**config.mk**
```make
export PLATFORM = sky130hd
export DESIGN_NAME = qdec_counter
export DESIGN_NICKNAME = d
export VERILOG_FILES = /design/src/rtl/qdec_pkg.sv /design/src/rtl/qdec_filter.sv /design/src/rtl/qdec_counter.sv
export SDC_FILE = /design/constraint.sdc
export NUM_CORES = 1
export LEC_CHECK = 0
export CAP_MARGIN = 20
export CORE_MARGIN = 2
export CORE_UTILIZATION = 50
export CTS_BUF_LIST = sky130_fd_sc_hd__clkbuf_8 sky130_fd_sc_hd__clkbuf_16
export DETAILED_ROUTE_END_ITERATION = 12
export GPL_ROUTABILITY_DRIVEN = 0
export PLACE_DENSITY = 0.75
export SYNTH_ARGS = -nofsm -noshare
export SYNTH_HDL_FRONTEND = slang
export SYNTH_SLANG_ARGS = --single-unit
```
**constraint.sdc**
```tcl
create_clock -name clk -period 3.55 [get_ports clk]
set_input_delay 0.5325 -clock clk [delete_from_list [all_inputs] [get_ports clk]]
set_output_delay 0.5325 -clock clk [all_outputs]
set_load 0.005 [all_outputs]
```
**src/rtl/qdec_pkg.sv**
```systemverilog
// qdec_pkg: index-mode selectors and FSM state encodings shared by the quadrature decoder
package qdec_pkg;
   localparam int Z_MODE_OFF   = 0;
   localparam int Z_MODE_EVERY = 1;
   localparam int Z_MODE_ARMED = 2;
   typedef logic [0:0] qdec_state_t;
   localparam qdec_state_t S_INIT = 1'b0;
   localparam qdec_state_t S_RUN  = 1'b1;
endpackage

```
**src/rtl/qdec_filter.sv**
```systemverilog
// qdec_filter: synchroniser chain plus stability filter for one asynchronous encoder input
module qdec_filter #(
   parameter int SYNC_STAGES = 2,
   parameter int FILT_LEN    = 4
) (
   input  logic clk,
   input  logic rst_n,
   input  logic d_i,
   output logic f_o,
   output logic f_d_o
);
   localparam int FW = $clog2(FILT_LEN + 1);
   logic [SYNC_STAGES-1:0] sync_q;
   logic [FW-1:0]          fcnt_q, fcnt_d;
   logic                   f_q, f_d, s, accept;
   assign s = sync_q[SYNC_STAGES-1];
   // A level is accepted on the FILT_LEN-th consecutive cycle it disagrees with f_q
   always_comb begin
      accept = (s != f_q) && (fcnt_q == FW'(FILT_LEN - 1));
      f_d    = accept ? s : f_q;
      fcnt_d = ((s == f_q) || accept) ? '0 : fcnt_q + 1'b1;
   end
   always_ff @(posedge clk or negedge rst_n) begin
      if (!rst_n) begin
         sync_q <= '0;
         fcnt_q <= '0;
         f_q    <= 1'b0;
      end else begin
         sync_q <= {sync_q[SYNC_STAGES-2:0], d_i};
         fcnt_q <= fcnt_d;
         f_q    <= f_d;
      end
   end
   assign f_o   = f_q;
   assign f_d_o = f_d;
endmodule

```
**src/rtl/qdec_counter.sv**
```systemverilog
// qdec_counter: quadrature decoder with filtered inputs, wrapping position count,
// direction, step/error strobes and optional index-pulse clearing
module qdec_counter
   import qdec_pkg::*;
#(
   parameter int CNT_W       = 16,
   parameter int SYNC_STAGES = 2,
   parameter int FILT_LEN    = 4,
   parameter int Z_MODE      = Z_MODE_EVERY
) (
   input  logic             clk,
   input  logic             rst_n,
   input  logic             a,
   input  logic             b,
   input  logic             z,
   input  logic             clr,
   input  logic             z_arm,
   output logic [CNT_W-1:0] cnt,
   output logic             dir,
   output logic             step,
   output logic             err,
   output logic             armed,
   output logic             ready
);
   localparam int INIT_CYC = SYNC_STAGES + FILT_LEN;
   localparam int IW       = $clog2(INIT_CYC);
   logic [2:0]       raw, flt, flt_d, prev_q, prev_d;
   logic [CNT_W-1:0] cnt_q, cnt_d, delta;
   logic [IW-1:0]    ic_q, ic_d;
   qdec_state_t      state_q, state_d;
   logic             dir_q, dir_d, step_q, err_q, armed_q, armed_d;
   logic             run, ch_a, ch_b, one, both, fwd, idx_clr;
   assign raw = {z, b, a};
   for (genvar i = 0; i < 3; i++) begin : g_flt
      qdec_filter #(.SYNC_STAGES(SYNC_STAGES), .FILT_LEN(FILT_LEN)) u_flt (
         .clk   (clk),
         .rst_n (rst_n),
         .d_i   (raw[i]),
         .f_o   (flt[i]),
         .f_d_o (flt_d[i])
      );
   end
   // INIT tracks the filters' next value so prev matches the settled level on entry to RUN
   always_comb begin
      run     = state_q == S_RUN;
      ch_a    = flt[0] ^ prev_q[0];
      ch_b    = flt[1] ^ prev_q[1];
      one     = run && (ch_a ^ ch_b);
      both    = run && ch_a && ch_b;
      fwd     = flt[1] ^ prev_q[0];
      idx_clr = run && flt[2] && !prev_q[2] &&
                (Z_MODE == Z_MODE_EVERY || (Z_MODE == Z_MODE_ARMED && armed_q));
      delta   = one ? (fwd ? CNT_W'(1) : '1) : both ? (dir_q ? CNT_W'(2) : ~CNT_W'(1)) : '0;
      cnt_d   = ((run && clr) || idx_clr) ? '0 : cnt_q + delta;
      dir_d   = one ? fwd : dir_q;
      armed_d = (Z_MODE == Z_MODE_ARMED) && (z_arm || (armed_q && !idx_clr));
      state_d = (run || ic_q == IW'(INIT_CYC - 1)) ? S_RUN : S_INIT;
      ic_d    = run ? ic_q : ic_q + 1'b1;
      prev_d  = run ? flt : flt_d;
   end
   always_ff @(posedge clk or negedge rst_n) begin
      if (!rst_n) begin
         state_q <= S_INIT;
         ic_q    <= '0;
         prev_q  <= '0;
         cnt_q   <= '0;
         dir_q   <= 1'b0;
         step_q  <= 1'b0;
         err_q   <= 1'b0;
         armed_q <= 1'b0;
      end else begin
         state_q <= state_d;
         ic_q    <= ic_d;
         prev_q  <= prev_d;
         cnt_q   <= cnt_d;
         dir_q   <= dir_d;
         step_q  <= one || both;
         err_q   <= both;
         armed_q <= armed_d;
      end
   end
   assign cnt   = cnt_q;
   assign dir   = dir_q;
   assign step  = step_q;
   assign err   = err_q;
   assign armed = armed_q;
   assign ready = state_q == S_RUN;
endmodule

```
==> results of run 1 <==
layout make-up:
| class | count | area (µm²) |
|---|---|---|
| multi-input cells | 176 | 1280 |
| clock inverters | 2 | 15.0 |
| clock buffers | 6 | 82.6 |
| well taps | 67 | 83.8 |
| repair buffers | 28 | 280 |
| fillers | 401 | 1840 |
| inverters | 11 | 41.3 |
| flip-flops and latches | 44 | 1100 |
state kept, by name, indices dropped and copies added, names as in the netlist:
signal              count
ready                   1
cnt                    16
g_flt.u_flt.sync_q      6
step                    1
prev_q                  3
ic_q                    3
err                     1
dir                     1
g_flt.u_flt.fcnt_q      9
g_flt.u_flt.f_o         3
power groups by stage:
stage | sequential, µW | clock [µW] | combinational, µW
after floorplan | 747 | 0 | 1530
after CTS | 768 | 347 | 1970
after detailed placement | 779 | 0 | 1970
final | 766 | 333 | 1960
after global routing | 783 | 366 | 2210
after global placement | 770 | 0 | 1920
per-layer routing:
layer  GRT usage, %  up-vias
li1               -      886
met1           20.3      819
met2           28.7       22
met3           4.07        7
met4           6.87        0
met5              0        -
per-stage QoR:
stage | instances | hold slack, ns | total power (µW) | util (%) | instance area (µm²)
finish | 334 | 0.0752 | 3060 | 61.0 | 2880
global route | 334 | 0.0877 | 3360 | 61.0 | 2880
CTS | 333 | 0.360 | 3090 | 60.6 | 2860
detailed placement | 325 | 0.340 | 2750 | 58.5 | 2770
global placement | 325 | 0.332 | 2690 | 58.5 | 2770
floorplan | 237 | 0.237 | 2280 | - | 2450
logic make-up after synthesis:
family / count (synthesis) / share of synthesized area [%]
simple gates: 66 / 13.7
compound gates: 60 / 15.7
buf+inv: 17 / 3.01
other cells: 1 / 0.153
mux: 8 / 3.67
flops: 44 / 44.9
xor+xnor: 15 / 5.35
fa+ha+maj: 26 / 13.6
worst paths after layout:
check                                          from                       end  slack [ns]
max reg2reg                      g_flt[1].u_flt.f_o                   cnt[14]        0.28
min in group clk           g_flt[0].u_flt.sync_q[0]  g_flt[0].u_flt.sync_q[1]        0.36
min reg2reg                g_flt[0].u_flt.sync_q[0]  g_flt[0].u_flt.sync_q[1]        0.36
max                              g_flt[1].u_flt.f_o                   cnt[14]        0.28
max in group asynchronous                     rst_n  g_flt[0].u_flt.fcnt_q[2]        3.03
min                                           rst_n                    cnt[8]        0.08
Yosys cell counts (4+ instances only):
cell type	count	area, µm²
a21o_1	8	60.1
nand2_1	11	41.3
nor3_1	5	25.0
xor2_1	10	87.6
mux2_2	8	90.1
nand3_1	4	20.0
o21a_1	8	60.1
xnor2_1	5	43.8
o21ai_0	10	50.1
a21oi_1	21	105
ha_1	25	313
o211ai_1	4	30.0
nor2_1	23	86.3
inv_1	11	41.3
nand2b_1	6	37.5
dfrtp_1	44	1100
==> qor.yml, run 1 <==
outcome: "finished, final reports clean"
placementRows: 25
critPathLaunchType: "flip-flop"
cts_resized: 0
via_per_inst: 5.19
final_common_cell: "dfrtp_1"
design.core.area_um2: 4720
arrival_ns: 3.46
maxCapViolCount: 0
diodes: 0
area_growth_pct: 17.5
relSlewSlack_pct: 58.2
cp_num_buf_inv: 1
cts_sinks: 44
syn_nets: 270
rr_worst_depth: 11
grt_max_degree: 45
clkTransAtPathRegs_ns: 0.09
wl_met3_um: 129
drt-met1-wl_mm: 1.92
max_stage_delay_ns: 0.49
drt_wl_total_mm: 4.17
syn_avg_cell_area_um2: 10.4
clk_latency_ns: 0.30
root_buffer: "clkbuf_8"
cts_hold_buf: 0
synth_edf_count: 0
clock_path_buffers: 2
ant_nets: 0
vdd_drop_max_v: 0.000461
finalCriticalPeriod_ns: 3.27
drt-initial-drc-count: 72
cp.depth: 11
cp_top_family: "compound AO/OA/AOI/OAI gates"
skew_ns: 0.00506
critPathCaptureType: "flip-flop"
syn_area_um2: 2450
dp_hpwl_mm: 3.10
ys_warn_count: 0
layout_common_cells: "dfrtp_1 (44), ha_1 (25), clkdlybuf4s50_1 (24)"
antenna_found_initial: 0
comb_power_share_pct: 64.1
hold_viol_final: 0
wl_per_cell_um: 12.5
drv_slew: 0
io_buffers: 25
rsz0062_at_grt: "no"
grtUsageTotal_pct: 16.7
fmax_mhz: 306
finalCritPeriodShare_pct: 92.0
cts_made_buffers: 5
required_ns: 3.74
swShare_pct: 43.6
cp_slowest_cell: "dfrtp_1"
path_class: "reg2reg"
vias: 1734
power.share.sequential_pct: 25.0
synthCells: 237
ys_seq_elements: 44
first_pass_iters: 4
fin_nets: 299
io_pins: 28
die_width_um: 74.1
ys_seq_area_share_pct: 44.9
switchingPower_uw: 1340
hold_path_class: "in2async"
cts_setup_buffers: 0
layout-drive-gt1-share_pct: 10.5
ys.flop_type: "dfrtp_1"
crit_fanout: 7
power_density_nw_per_um2: 1060
synth.distinct_cells: 44
die_h_um: 74.1
finalSetupViolCount: 0
die_area_um2: 5480
clkPwrFrac_pct: 10.9
overflow: 0
worstMarginPinSlew_ns: 0.627
place_ws_ns: 0.320
grt_pass1_wl_mm: 6.98
wl_met2_mm: 2.06
intPower_uw: 1730
tritoncts: "yes"
path_cells: "xor2_1 -> xor2_1 -> and2_1 -> ha_1 -> inv_1 -> fa_1 -> nand3b_1 -> a21oi_1 -> o21ai_0 -> a32oi_1 -> mux2_2"
ys_async_sr_fraction_pct: 100
start_util_pct: 51.9
grt_pass1_vias: 1631
drc_errors: 0
htree_levels: 2
finalWorstSetupSlack_ns: 0.283
setup-tns-final_ns: 0
highest_layer: "met4"
p_leak_uw: 0.00132
crit_top_cell: "xor2_1"
No activity file was read; power rests on OpenSTA's default activity.
==> run 2: changes to the inputs <==
--- a/config.mk
+++ b/config.mk
@@ -13,4 +13,5 @@
 export GPL_ROUTABILITY_DRIVEN = 0
 export PLACE_DENSITY = 0.75
+export SLEW_MARGIN = 5
 export SYNTH_ARGS = -nofsm -noshare
 export SYNTH_HDL_FRONTEND = slang
==> constraint.sdc (replaced) <==
create_clock -name clk -period 3.55 [get_ports clk]
set_input_delay 0.355 -clock clk [delete_from_list [all_inputs] [get_ports clk]]
set_output_delay 0.355 -clock clk [all_outputs]
set_load 0.005 [all_outputs]
==> run 2 against run 1 <==
  * Combinational power about the same
  * Worst setup slack gained 0.040 ns
  * Global-route usage up 0.47 points
  * Power rose by 1.0%
  * Critical path depth unchanged
  * Hold slack improved by 0.28 ns
  * Maximum frequency rose by 1.2%
  * Non-clock buffer count increased by 1
  * Register-to-register slack better by 0.04 ns
  * First-iteration DRC count is 13% lower
  * Die area did not move
  * Critical path type unchanged
  * Largest cell class unchanged
==> qor.yml, run 2 (synthesis gave the netlist of run 1 again) <==
clock_path_buffers: 2
critPathCaptureType: "flip-flop"
drt_wl_total_mm: 4.15
cts_made_buffers: 5
holdPathStages: 0
rrSetupSlack_ns: 0.32
rsz0062_at_grt: "no"
drc_errors: 0
fillers: 405
via_per_inst: 5.20
required_ns: 3.73
grt_max_degree: 45
fmax_mhz: 310
hp-start: "g_flt[2].u_flt.sync_q[0]"
drt-initial-drc-count: 63
design.core.area_um2: 4720
fin_nets: 300
cts_hold_buf: 0
die_area_um2: 5480
power_density_nw_per_um2: 1070
worstMarginPinSlew_ns: 0.640
path_class: "reg2reg"
relSlewSlack_pct: 56.2
io_buffers: 25
min_to: "g_flt[2].u_flt.sync_q[1]"
tritoncts: "yes"
placementRows: 25
hold_viol_final: 0
root_buffer: "clkbuf_8"
r2r_start: "g_flt[1].u_flt.f_o"
outcome: "finished, final reports clean"
diodes: 0
die_h_um: 74.1
multi_input_area_um2: 1280
cts_resized: 0
r2r_end: "cnt[14]"
finalSetupViolCount: 0
final_common_cell: "dfrtp_1"
vdd_drop_max_v: 0.000484
layout-drive-gt1-share_pct: 10.1
drv_slew: 0
grt_pass1_wl_mm: 7.22
hold_path_class: "reg2reg"
antenna_found_initial: 0
skew_ns: 0.00552
arrival_ns: 3.41
maxCapViolCount: 0
ant_nets: 0
die_width_um: 74.1
overflow: 0
p_total_uw: 3100
area_growth_pct: 18.3
finalCritPeriodShare_pct: 90.9
area.sequential_um2: 1100
grtUsageTotal_pct: 17.2
clk_latency_ns: 0.29
cts_sinks: 44
start_util_pct: 51.9
finalCriticalPeriod_ns: 3.23
first_pass_iters: 4
rr_worst_depth: 11
cts_setup_buffers: 0
grt_pass1_vias: 1695
htree_levels: 2
vias: 1743
dp_hpwl_mm: 3.06
wl_per_cell_um: 12.4
largest_reg_flops: 16
setup-tns-final_ns: 0
io_pins: 28
p_leak_uw: 0.00134
critPathLaunchType: "flip-flop"
clkTransAtPathRegs_ns: 0.08
layout_common_cells: "dfrtp_1 (44), ha_1 (25), clkdlybuf4s50_1 (24)"
crit_fanout: 7
[run 2: cell count changes in the layout (fill, tap and decap cells not counted)]
cell and change:
inv_1 +1, clkinvlp_4 -2, bufinv_16 +1, clkinv_2 +1, clkbuf_8 -1, dlygate4sd3_1 +1
[run 2: report_power, final]
group	internal [µW]	total [µW]	leakage (µW)	switching [µW]
combinational	908	1960	0.000735	1050
clock	206	368	0.0000593	162
sequential	659	767	0.000549	108
total	1770	3100	0.00134	1320
[run 2: layer usage]
layer / routed length [µm] / vias to the layer above / part of all wire [%] / track usage (%)
met5: 0 / - / 0 / 0
met4: 54 / 0 / 1.3 / 7.27
met3: 118 / 4 / 2.8 / 4.07
met2: 2100 / 23 / 50 / 29.5
met1: 1880 / 824 / 45 / 20.8
li1: - / 892 / - / -
[run 2: worst max-delay path: stages (launching register included)]
cell	delay [ns]
dfrtp_1	0.49
xor2_1	0.27
xor2_1	0.16
and2_1	0.17
ha_1	0.20
inv_1	0.06
fa_1	0.39
nand3b_1	0.19
a21oi_1	0.28
o21ai_0	0.26
a32oi_1	0.29
mux2_2	0.35
[run 2: how the worst max path moves through the flow]
stage | from | endpoint | slack (ns) | cells after the start
floorplan | dir | cnt[12] | 0.24 | 9
global placement | g_flt[1].u_flt.f_o | cnt[14] | 0.43 | 11
detailed placement | g_flt[1].u_flt.f_o | cnt[14] | 0.34 | 11
CTS | g_flt[1].u_flt.f_o | cnt[14] | 0.32 | 11
global route | g_flt[1].u_flt.f_o | cnt[14] | 0.12 | 11
finish | g_flt[1].u_flt.f_o | cnt[14] | 0.32 | 11
[run 2: layout make-up]
class | count | area share (%)
multi-input cells | 176 | 44.1
flip-flops and latches | 44 | 37.9
repair buffers | 29 | 10.0
well taps | 67 | 2.89
clock buffers | 5 | 2.37
inverters | 11 | 1.42
clock inverters | 3 | 1.34
[run 2: per-stage QoR]
stage / cell area [µm²] / hold slack [ns] / cells / util, % / setup WS [ns]
2_1_floorplan: 2450 / 0.0594 / 237 / - / 0.235
3_3_place_gp: 2770 / 0.332 / 325 / 58.5 / 0.431
3_5_place_dp: 2770 / 0.336 / 325 / 58.5 / 0.342
4_1_cts: 2870 / 0.249 / 333 / 60.8 / 0.318
5_1_grt: 2900 / 0.369 / 335 / 61.5 / 0.121
6_report: 2900 / 0.350 / 335 / 61.5 / 0.323
